$ cat config.mk
export PLATFORM = sky130hd
export DESIGN_NAME = r4_divider_iter_flat
export DESIGN_NICKNAME = d
export VERILOG_FILES = /design/src/rtl/r4_divider_iter_if.sv /design/src/rtl/r4_divider_iter.sv /design/src/flat_wrapper.sv
export SDC_FILE = /design/constraint.sdc
export NUM_CORES = 1
export LEC_CHECK = 0
export CAP_MARGIN = 40
export CORE_ASPECT_RATIO = 1.5
export CORE_MARGIN = 3
export CORE_UTILIZATION = 40
export CTS_BUF_LIST = sky130_fd_sc_hd__clkbuf_4 sky130_fd_sc_hd__clkbuf_8
export DETAILED_ROUTE_END_ITERATION = 12
export SLEW_MARGIN = 20
export SYNTH_ARGS = -nofsm -noshare
export SYNTH_HDL_FRONTEND = slang
export SYNTH_SLANG_ARGS = --single-unit
$ cat constraint.sdc
create_clock -name clk -period 6.4 [get_ports clk]
set_clock_uncertainty 0.2 [all_clocks]
set_input_delay 1.92 -clock clk [delete_from_list [all_inputs] [get_ports clk]]
set_output_delay 1.92 -clock clk [all_outputs]
set_load 0.02 [all_outputs]
$ cat src/rtl/r4_divider_iter_if.sv
// Handshake and operand/result bus for r4_divider_iter.
// The master is the operand source and result consumer; the slave is the divider.
interface r4_divider_iter_if #(
    parameter int unsigned N = 12
) ();
    logic         in_valid;
    logic         in_ready;
    logic [N-1:0] dividend;
    logic [N-1:0] divisor;
    logic         out_valid;
    logic         out_ready;
    logic [N-1:0] quotient;
    logic [N-1:0] remainder;
    logic         div_by_zero;

    modport master (
        output in_valid, dividend, divisor, out_ready,
        input  in_ready, out_valid, quotient, remainder, div_by_zero
    );

    modport slave (
        input  in_valid, dividend, divisor, out_ready,
        output in_ready, out_valid, quotient, remainder, div_by_zero
    );
endinterface

$ cat src/rtl/r4_divider_iter.sv
// Iterative radix-4 restoring divider, 2 quotient bits per falling clock edge.
// Define R4DIV_SIGNED_EN for two's-complement operands (truncating division).
module r4_divider_iter #(
    parameter int unsigned N = 12
) (
    input logic              clk,
    input logic              rst,
    r4_divider_iter_if.slave bus
);
    localparam int unsigned W2 = N + 2;
    localparam int unsigned CW = $clog2(N / 2 + 1);

    typedef enum logic [1:0] {IDLE, BUSY, DONE} state_t;

    state_t          state_r, state_d;
    logic [N-1:0]    q_r, q_d;
    logic [N-1:0]    d_r, d_d;
    logic [W2-1:0]   d3_r, d3_d;
    logic [N-1:0]    r_r, r_d;
    logic [CW-1:0]   cnt_r, cnt_d;
    logic [N-1:0]    quot_r, quot_d;
    logic [N-1:0]    rem_r, rem_d;
    logic            dbz_r, dbz_d;
    logic            ov_r, ov_d;

    logic [W2-1:0]   t, d1, d2, sub;
    logic [1:0]      k;
    logic [N-1:0]    r_step, q_step, mag_a, mag_b, q_fin, r_fin;

`ifdef R4DIV_SIGNED_EN
    logic neg_q_r, neg_q_d, neg_r_r, neg_r_d;

    // Magnitudes go into the unsigned datapath; signs are reapplied on completion.
    always_comb begin
        mag_a = bus.dividend[N-1] ? N'(-bus.dividend) : bus.dividend;
        mag_b = bus.divisor[N-1]  ? N'(-bus.divisor)  : bus.divisor;
        q_fin = neg_q_r ? N'(-q_step) : q_step;
        r_fin = neg_r_r ? N'(-r_step) : r_step;
    end
`else
    assign mag_a = bus.dividend;
    assign mag_b = bus.divisor;
    assign q_fin = q_step;
    assign r_fin = r_step;
`endif

    assign bus.in_ready    = (state_r == IDLE);
    assign bus.out_valid   = ov_r;
    assign bus.quotient    = quot_r;
    assign bus.remainder   = rem_r;
    assign bus.div_by_zero = dbz_r;

    // One radix-4 step: pick the largest multiple of d not exceeding T.
    always_comb begin
        t  = {r_r, q_r[N-1:N-2]};
        d1 = W2'(d_r);
        d2 = W2'({d_r, 1'b0});
        if (t >= d3_r) begin
            k   = 2'd3;
            sub = d3_r;
        end else if (t >= d2) begin
            k   = 2'd2;
            sub = d2;
        end else if (t >= d1) begin
            k   = 2'd1;
            sub = d1;
        end else begin
            k   = 2'd0;
            sub = '0;
        end
        r_step = N'(t - sub);
        q_step = {q_r[N-3:0], k};
    end

    always_comb begin
        state_d = state_r;
        q_d     = q_r;
        d_d     = d_r;
        d3_d    = d3_r;
        r_d     = r_r;
        cnt_d   = cnt_r;
        quot_d  = quot_r;
        rem_d   = rem_r;
        dbz_d   = dbz_r;
        ov_d    = ov_r;
`ifdef R4DIV_SIGNED_EN
        neg_q_d = neg_q_r;
        neg_r_d = neg_r_r;
`endif
        case (state_r)
            IDLE: begin
                if (bus.in_valid) begin
                    if (bus.divisor == '0) begin
                        state_d = DONE;
                        quot_d  = '1;
                        rem_d   = bus.dividend;
                        dbz_d   = 1'b1;
                        ov_d    = 1'b1;
                    end else begin
                        state_d = BUSY;
                        q_d     = mag_a;
                        d_d     = mag_b;
                        d3_d    = W2'(mag_b) + W2'({mag_b, 1'b0});
                        r_d     = '0;
                        cnt_d   = CW'(N / 2);
`ifdef R4DIV_SIGNED_EN
                        neg_q_d = bus.dividend[N-1] ^ bus.divisor[N-1];
                        neg_r_d = bus.dividend[N-1];
`endif
                    end
                end
            end
            BUSY: begin
                r_d   = r_step;
                q_d   = q_step;
                cnt_d = cnt_r - CW'(1);
                if (cnt_r == CW'(1)) begin
                    state_d = DONE;
                    quot_d  = q_fin;
                    rem_d   = r_fin;
                    dbz_d   = 1'b0;
                    ov_d    = 1'b1;
                end
            end
            DONE: begin
                if (bus.out_ready) begin
                    state_d = IDLE;
                    ov_d    = 1'b0;
                end
            end
            default: state_d = IDLE;
        endcase
    end

    // All state advances on the falling edge to line up with the multiplier pipeline.
    always_ff @(negedge clk or negedge rst) begin
        if (!rst) begin
            state_r <= IDLE;
            q_r     <= '0;
            d_r     <= '0;
            d3_r    <= '0;
            r_r     <= '0;
            cnt_r   <= '0;
            quot_r  <= '0;
            rem_r   <= '0;
            dbz_r   <= 1'b0;
            ov_r    <= 1'b0;
`ifdef R4DIV_SIGNED_EN
            neg_q_r <= 1'b0;
            neg_r_r <= 1'b0;
`endif
        end else begin
            state_r <= state_d;
            q_r     <= q_d;
            d_r     <= d_d;
            d3_r    <= d3_d;
            r_r     <= r_d;
            cnt_r   <= cnt_d;
            quot_r  <= quot_d;
            rem_r   <= rem_d;
            dbz_r   <= dbz_d;
            ov_r    <= ov_d;
`ifdef R4DIV_SIGNED_EN
            neg_q_r <= neg_q_d;
            neg_r_r <= neg_r_d;
`endif
        end
    end
endmodule
$ cat src/flat_wrapper.sv
// flat-port wrapper written by rule: the top's interface ports become plain ports
module r4_divider_iter_flat 
#(
    parameter int unsigned N = 12
)
  (clk, rst, bus_in_valid, bus_dividend, bus_divisor, bus_out_ready, bus_in_ready, bus_out_valid, bus_quotient, bus_remainder, bus_div_by_zero);
  r4_divider_iter_if #(.N(N)) bus_i ();
  input logic clk;
  input logic rst;
  input wire logic [$bits(bus_i.in_valid)-1:0] bus_in_valid;
  input wire logic [$bits(bus_i.dividend)-1:0] bus_dividend;
  input wire logic [$bits(bus_i.divisor)-1:0] bus_divisor;
  input wire logic [$bits(bus_i.out_ready)-1:0] bus_out_ready;
  output wire logic [$bits(bus_i.in_ready)-1:0] bus_in_ready;
  output wire logic [$bits(bus_i.out_valid)-1:0] bus_out_valid;
  output wire logic [$bits(bus_i.quotient)-1:0] bus_quotient;
  output wire logic [$bits(bus_i.remainder)-1:0] bus_remainder;
  output wire logic [$bits(bus_i.div_by_zero)-1:0] bus_div_by_zero;
  assign bus_i.in_valid = bus_in_valid;
  assign bus_i.dividend = bus_dividend;
  assign bus_i.divisor = bus_divisor;
  assign bus_i.out_ready = bus_out_ready;
  assign bus_in_ready = bus_i.in_ready;
  assign bus_out_valid = bus_i.out_valid;
  assign bus_quotient = bus_i.quotient;
  assign bus_remainder = bus_i.remainder;
  assign bus_div_by_zero = bus_i.div_by_zero;
  r4_divider_iter #(.N(N)) u_core (.clk(clk), .rst(rst), .bus(bus_i));
endmodule
# Word level (Yosys, flattened, before mapping)
# Cells that the tools add are included.
dict set report op_classes {
  n_lt_le_gt_ge 3
  bitwise 1
  muxes 35
  reduce_logical 9
  addsub 3
  eq_ne 8
}
# operator count
set op_table {}
lappend op_table {{$mux W12} 13}
lappend op_table {{$pmux W12 S2} 4}
lappend op_table {{$add A12 B13 Y14} 1}
lappend op_table {{$ge A14 B12 Y1} 1}
lappend op_table {{$ge A14 B13 Y1} 1}
lappend op_table {{$ge A14 B14 Y1} 1}
lappend op_table {{$logic_not A12 Y1} 1}
lappend op_table {{$mux W2} 6}
lappend op_table {{$sub A12 B12 Y12} 1}
lappend op_table {{$reduce_and A3 Y1} 3}
lappend op_table {{$mux W1} 6}
lappend op_table {{$mux W3} 2}
lappend op_table {{$ne A2 B2 Y1 const B} 3}
lappend op_table {{$pmux W2 S3} 1}
lappend op_table {{$pmux W3 S2} 1}
lappend op_table {{$reduce_and A5 Y1} 1}
lappend op_table {{$ne A2 B1 Y1 const B} 2}
lappend op_table {{$reduce_and A4 Y1} 1}
lappend op_table {{$eq A3 B1 Y1 const B} 1}
lappend op_table {{$pmux W1 S3} 1}
lappend op_table {{$reduce_bool A3 Y1} 1}
lappend op_table {{$sub A3 B1 Y3 const B} 1}
lappend op_table {{$eq A2 B1 Y1 const B} 1}
lappend op_table {{$eq A2 B2 Y1 const B} 1}
lappend op_table {{4 further kinds} 4}
dict set report totals {
  reg_bits 81
}

# Logic depth before layout (Yosys ltp)
dict set report logic_depth {
  ltp_word 7
  ltp_mapped 21
  mapped_depth_nobuf 21
}

==> flow_summary.yaml <==
setup_path:
  reg2regPathDepth: 22
  end_kind: "flip-flop"
  r2r_setup_slack_ns: 0.73
  worstPathRequired_ns: 3.19
  setup.worst_path.start: "bus_divisor[1]"
  reg2reg_to: "u_core.bus.remainder[11]$_DFFE_NN0P_"
  worstReg2RegStart: "u_core.r_r[9]$_DFFE_NN0P_"
  critPathKind: "in -> reg"
  cp_slowest_stage_delay_ns: 0.37
  slowest_stage: "fa_2"
  cp.arrival_ns: 3.79
  start_kind: "primary input"
  crit_fanout: 3
  crit_chain: "buf_8, ha_4, inv_2, fa_2, nor2b_2, o21ai_2, a21oi_2, o21ai_2, a21boi_2, o211ai_1, a21boi_2, buf_4, o21a_1, o31ai_1"
yosys:
  synth_seq_cells: 80
  ys_types: 48
  ys.flop_type: "dfrtn_1"
  syn_nets: 702
  async_reset_ff_share_pct: 100
  synth_top_cell_by_area: "dfrtn_1"
  synth_area_um2: 5290
  synth_edf_count: 0
  seq_area_frac_synth_pct: 37.9
  synthCells: 603
  ys.warnings.count: 0
  syn_area_per_cell_um2: 8.77
  synth_top_area_share_pct: 37.9
  netlist_top_cells_area: "dfrtn_1, ha_1, nand2_1"
detailed_routing:
  totalWireLength_um: 14300
  drt_pre_antenna_iters: 6
  final_antenna_net_count: 0
  post_drt_wl_per_cell_um: 15.8
  drc: 0
  vias_per_cell: 5.35
  vias: 4838
  drt_iter0_drc: 105
clock_network:
  cts_tree: "done"
  clock_latency_ns: 0.35
  htree_levels: 3
  cts_buffer_depth: 2
  cts_hold_buf: 0
  cts_sinks: 80
  cts.clk_slew.worst_paths_ns: 0.06
  cts_buffers: 9
  cts_root_buf: "clkbuf_8"
global_routing:
  grt_pass1_wl_um: 23600
  grt_max_degree: 81
  antenna_found_initial: 0
  grt_pass1_vias: 5010
  gr-total-overflow: 0
  track_usage_pct: 20.0
floorplan:
  die-width_um: 99.9
  fp.coreArea_um2: 12700
  io_pins: 55
  die-area_um2: 14700
  start_util_pct: 41.6
  die-height_um: 147
  row_count: 50
finish:
  final_common_cell: "dfrtn_1"
  final_nets: 842
  fin_util_pct: 61.1
  final_cell_mix: "dfrtn_1, buf_4, ha_1, nand2_1, nor2_1"
  layout-drive-gt1-share_pct: 35.0
  synthToLayoutAreaGrowth_pct: 46.7
  diodes: 0
timing:
  slew_violations: 0
  setup_slack_ns: -0.591
  tightest_slew_ns: 0.743
  rsz0062_at_grt: "true"
  maxSlewHeadroom_pct: 50.5
  setup_viol: 79
  hold_viol: 0
  worst_hold_slack_ns: 0.241
min_path:
  hold_depth: 2
  hold_path_end: "u_core.d3_r[12]$_DFFE_NN0P_"
  min_path_type: "reg -> reg"
  hold_path_startpoint: "u_core.d3_r[12]$_DFFE_NN0P_"
place:
  post-dp-hpwl_um: 10100
  gp_congestion: 0.854
  port_buffers: 54
status:
  status: "finished, violations left"
  violations: "setup timing"
run:
  max_cap_violations: 0
==> state kept, by name (all words and copies together), names as in the netlist, 2 cells and up <==
name and count:
u_core.d3_r 14, u_core.d_r 11, u_core.state_r 2, u_core.bus.quotient 12
u_core.bus.remainder 12, u_core.q_r 12, u_core.r_r 12, u_core.cnt_r 3
==> layout make-up <==
class / instances / area, um2
fillers: 1081 / 4950
multi-input cells: 445 / 3500
flip-flops and latches: 80 / 2000
repair buffers: 154 / 1640
inverters: 53 / 223
well taps: 156 / 195
clock buffers: 9 / 124
clock inverters: 7 / 71.3
==> cells by family (layout without fill, tap and decap cells) <==
| logic type | after synthesis | after routing | synth area share, % |
|---|---|---|---|
| compound gates | 176 | 176 | 21.3 |
| xor+xnor | 11 | 11 | 1.82 |
| fa+ha+maj | 71 | 71 | 17.1 |
| buf+inv | 78 | 223 | 5.56 |
| flops | 80 | 80 | 37.9 |
| mux | 3 | 3 | 0.615 |
| simple gates | 184 | 184 | 15.7 |
==> per-stage QoR <==
stage | instances | setup WS (ns) | instance area, um2 | TNS [ns]
finish | 904 | -0.591 | 7750 | -26.49
global route | 904 | -0.697 | 7750 | -30.96
detailed placement | 852 | -1.50 | 6620 | -85.83
global placement | 852 | -1.45 | 6620 | -84.12
floorplan | 603 | -0.662 | 5540 | -15.18
CTS | 894 | -0.630 | 7420 | -27.58
==> cells in the mapped netlist, types with 2 or more instances <==
cell / count
dfrtn_1: 80
nand2_1: 77
ha_1: 69
inv_1: 53
o21ai_0: 52
nor2_1: 51
a21oi_1: 36
clkbuf_1: 23
a21o_1: 18
a31oi_1: 17
nor3_1: 13
a221o_1: 10
nor2b_1: 10
o21a_1: 7
xnor2_1: 7
o31ai_1: 6
and3_1: 5
nand2b_1: 5
o211ai_1: 5
or2_2: 5
o22a_1: 4
or3_1: 4
xor2_1: 4
a21boi_0: 3
and2_1: 3
o2111ai_1: 3
o221ai_1: 3
a211oi_1: 2
a22oi_1: 2
a41oi_1: 2
and4_1: 2
fa_1: 2
mux2_2: 2
nand3_1: 2
nand4_1: 2
nor3b_1: 2
==> critical path: cells and delay by family <==
kind	cells	cell delay [ns]
buf+inv	3	0.26
fa+ha+maj	2	0.50
simple gates	1	0.13
compound gates	8	0.97
==> worst max path at each step <==
| stage | endpoint | depth (start not counted) |
|---|---|---|
| finish | u_core.d3_r[11]$_DFFE_NN0P_ | 14 |
| global route | u_core.d3_r[11]$_DFFE_NN0P_ | 14 |
| CTS | u_core.d3_r[11]$_DFFE_NN0P_ | 14 |
| detailed placement | u_core.d3_r[11]$_DFFE_NN0P_ | 12 |
| global placement | u_core.d3_r[11]$_DFFE_NN0P_ | 13 |
| floorplan | u_core.d3_r[11]$_DFFE_NN0P_ | 12 |
==> repair_timing <==
item	4_1_cts	5_1_grt
buffers inserted	22	9
cloned	5	3
gates resized for setup	200	87
pin swaps	23	32
endpoints found under the setup margin	107	90
==> metal layers <==
layer	vias to the layer above	part of all wire (%)	GRT usage, %
li1	2397	-	-
met1	2345	39	21.7
met2	72	56	38.4
met3	24	2.9	2.61
met4	0	2.2	7.31
met5	-	0	0
Power is not shown: default switching activity piles up to over one toggle a cycle in this logic, so the estimate is an artifact.
==> patch 1, RTL diff (same settings) <==
Add a define of `R4DIV_SIGNED_EN`.
--- a/src/rtl/r4_divider_iter.sv
+++ b/src/rtl/r4_divider_iter.sv
@@ -1,5 +1,7 @@
 // Iterative radix-4 restoring divider, 2 quotient bits per falling clock edge.
 // Define R4DIV_SIGNED_EN for two's-complement operands (truncating division).
+`define R4DIV_SIGNED_EN
+
 module r4_divider_iter #(
     parameter int unsigned N = 12
 ) (
Function: changed (Yosys sat finds a counterexample within 10 cycles, from zero or initial values and one cycle with rst low).
==> patch 1 against the original RTL <==
  * The run still ends with setup timing left
  * Sequential cell count increased by 2
  * Count of clock-buffer cells in the layout rose by 1
  * Setup slack got worse by 0.52 ns
  * Synthesized area up 20%
  * Register-to-register slack improved by 0.26 ns
  * Routed wire length rose by 34%
  * Critical path depth decreased by 1
  * Die area up 19%
  * Design area up 18%
Power is left out: the tool's default activity adds up to more than one toggle a clock period on the data nets, which glitch-free logic cannot reach.
==> patch 1: results <==
group,metric,value,unit
setup_path,cp-startpoint,"bus_divisor[4]",
setup_path,ff2ff_setup_slack,0.99,ns
route,drtIter0Drc,310,
global_routing,grtUsageMet2,0.4243,
layout,drive_above_1_share,0.3130,
route,wl_per_cell,16.72,µm
route,vias_per_cell,5.431,
global_routing,track_usage,0.2206,
setup_path,cpPeakStageDelay,0.39,ns
route,top_layer_used,"met4",
setup_path,cp-endpoint,"u_core.d3_r[10]$_DFFE_NN0P_",
route,m1WireLength,7188,µm
place,place_ws,-2.041,ns
global_routing,grt_max_degree,83,
synthesis,synthTopCellsByCount,"nand2_1, o21ai_0, dfrtn_1",
outcome,outcome,"complete, but fails checks",
global_routing,grt_pass1_wl,30680,µm
global_routing,grt_util_met3,0.02831,
layout,fin_nets,1041,
min_path,hold_class,"register to register",
synthesis,synth_cell_types,61,
outcome,violations,"setup timing",
synthesis,synth_flop_cell,"dfrtn_1",
setup_path,critical_path_arrival,4.32,ns
synthesis,yosysSeqAreaShare,0.3237,
setup_path,slowest_stage,"or3_4",
route,dr.pass1.iters,4,
place,gp_congestion,0.9127,
layout,fin_cells,1148,
synthesis,syn_nets,862,
synthesis,synthCells,765,
place,post-dp-hpwl,13600,µm
synthesis,synthTopCellsByArea,"dfrtn_1, ha_1, o21ai_0, nand2_1, a21oi_1",
global_routing,grt_pass1_vias,6409,
route,wl_met2,10670,µm
route,route.met3.wl,631,µm
clock_network,cts_root_buffer,"clkbuf_8",
sta,tns,-58.38,ns
sta,holdWs,0.2193,ns
sta,max-slew-margin-rel,0.5527,
sta,setup_ws,-1.112,ns
clock_network,ctsResizeCount,170,
global_routing,antenna_found_initial,0,
layout,fillers,1316,
min_path,hold_path.startpoint,"u_core.d3_r[11]$_DFFE_NN0P_",
sta,setup_viol,82,
setup_path,reg2reg_from,"u_core.d_r[1]$_DFFE_NN0P_",
min_path,hold_end,"u_core.d3_r[11]$_DFFE_NN0P_",
clock_network,cts_setup_buffers,33,
setup_path,r2r_cells,20,
synthesis,async_flop_share,1.000,
global_routing,use_met1,0.2352,
synthesis,yosys_warnings,0,
setup_path,crit_family,"simple AND/OR/NAND/NOR gates",
==> patch 1: cell type report <==
class,count,area (µm²),area share
inverters,47,196.4,0.02142
flip-flops and latches,82,2052,0.2238
well taps,199,249.0,0.02716
clock inverters,6,47.55,0.005186
multi-input cells,607,4568,0.4982
repair buffers,197,1918,0.2092
clock buffers,10,137.6,0.01501
==> patch 1: cells by family (layout without fill, tap and decap cells) <==
kind of cell | after synthesis | after routing | share of synthesized area
AOI/OAI and AO/OA | 226 | 226 | 0.2232
adders and majority gates | 69 | 69 | 0.1385
buffers and inverters | 77 | 260 | 0.04638
xor gates and xnor gates | 51 | 51 | 0.07046
and+or+nand+nor | 251 | 252 | 0.1830
muxes | 9 | 9 | 0.01480
DFF | 82 | 82 | 0.3237
==> patch 1: stage by stage <==
| step | util | cell area (µm²) |
|---|---|---|
| after global routing | 0.6002 | 9169 |
| final | 0.6002 | 9169 |
| after CTS | 0.5809 | 8875 |
| after detailed placement | 0.5232 | 7993 |
| after global placement | 0.5232 | 7993 |
| after floorplan | - | 6583 |
==> patch 2, RTL diff (config.mk and constraints unchanged) <==
Made on the original files. Reset style: synchronous (`rst`), changed in one clocked block.
--- a/src/rtl/r4_divider_iter.sv
+++ b/src/rtl/r4_divider_iter.sv
@@ -133,7 +133,7 @@
     end
 
     // All state advances on the falling edge to line up with the multiplier pipeline.
-    always_ff @(negedge clk or negedge rst) begin
+    always_ff @(negedge clk) begin
         if (!rst) begin
             state_r <= IDLE;
             q_r     <= '0;
Behaviour: differs if rst is asserted again (counterexample within 4 cycles, from zero or initial values and one cycle with rst low); with rst held inactive, the same outputs for 4 cycles.
==> patch 2 against the original RTL <==
  * The run still ends with setup timing left
  * Count of clock-buffer cells in the layout unchanged
  * Setup slack improved by 0.097 ns
  * Design area grew 5.7%
  * Core utilization rose by 4.1 points
  * Synthesized area shrank 2.3%
  * Routed wire length rose by 14%
  * Sequential cell count stayed put
  * Highest routed layer unchanged
==> patch 2: results <==
group,metric,value,unit
layout,nNonClkBuffers,149,
synthesis,synthTopCellsByCount,"dfxtp_1, nand2_1, nor2_1",
setup_path,ff2ff_setup_slack,1.23,ns
route,wl_met2,8791,µm
route,m1WireLength,6209,µm
synthesis,avgSynthCellArea,7.745,µm²
sta,setup_ws,-0.4941,ns
global_routing,grt_pass1_vias,5823,
sta,tns,-30.07,ns
layout,fillers,1071,
setup_path,worst-path-max-fanout,7,
layout,multi_input_area_share,0.5069,
layout,fin_nets,976,
setup_path,r2r_cells,21,
global_routing,grt_util_met3,0.04714,
synthesis,synth_flop_cell,"dfxtp_1",
route,route.met3.wl,678,µm
synthesis,yosysSeqAreaShare,0.3100,
global_routing,use_met1,0.2280,
setup_path,crit_family,"simple AND/OR/NAND/NOR gates",
place,place_ws,-1.484,ns
place,gp_congestion,0.8898,
layout,drive_above_1_share,0.3662,
setup_path,cp-endpoint,"u_core.r_r[10]$_SDFFE_NN0P_",
clock_network,clkTransAtPathRegs,0.04,ns
outcome,violations,"setup timing",
outcome,outcome,"complete, but fails checks",
sta,setup_viol,79,
clock_network,ctsResizeCount,172,
global_routing,track_usage,0.2199,
layout,multi_input_cells,501,
setup_path,slowest_stage,"or3_4",
layout,inv_count,56,
global_routing,grtUsageMet2,0.3917,
## patch 2: cell count changes after synthesis, sizes merged, moves of 10 or more
cell	unedited run	this run
nor2	51	70
dfxtp	0	80
o21ai	52	35
nor3	13	39
dfrtn	80	0
a22oi	2	12
a21o	18	6
a221o	10	0
a21oi	36	64
## patch 2: kinds of logic after synthesis
group,after synthesis,synth area share
simple gates,238,0.2097
compound gates,174,0.2143
buf+inv,89,0.06515
flops,80,0.3100
fa+ha+maj,71,0.1749
xor+xnor,13,0.02204
mux,2,0.003875
## patch 2: metrics by stage
step / utilization / area (µm²) / hold WS (ns)
2_1_floorplan: - / 5569 / 0.2363
3_3_place_gp: 0.5303 / 6669 / 0.2593
3_5_place_dp: 0.5312 / 6680 / 0.2663
4_1_cts: 0.6178 / 7769 / 0.2709
5_1_grt: 0.6515 / 8193 / 0.3024
6_report: 0.6515 / 8193 / 0.2822
## patch 2: where the power goes
part | switching [µW] | internal (µW)
clock network | 354 | 250
registers | 93.1 | 574
logic | 878 | 721
total | 1330 | 1550
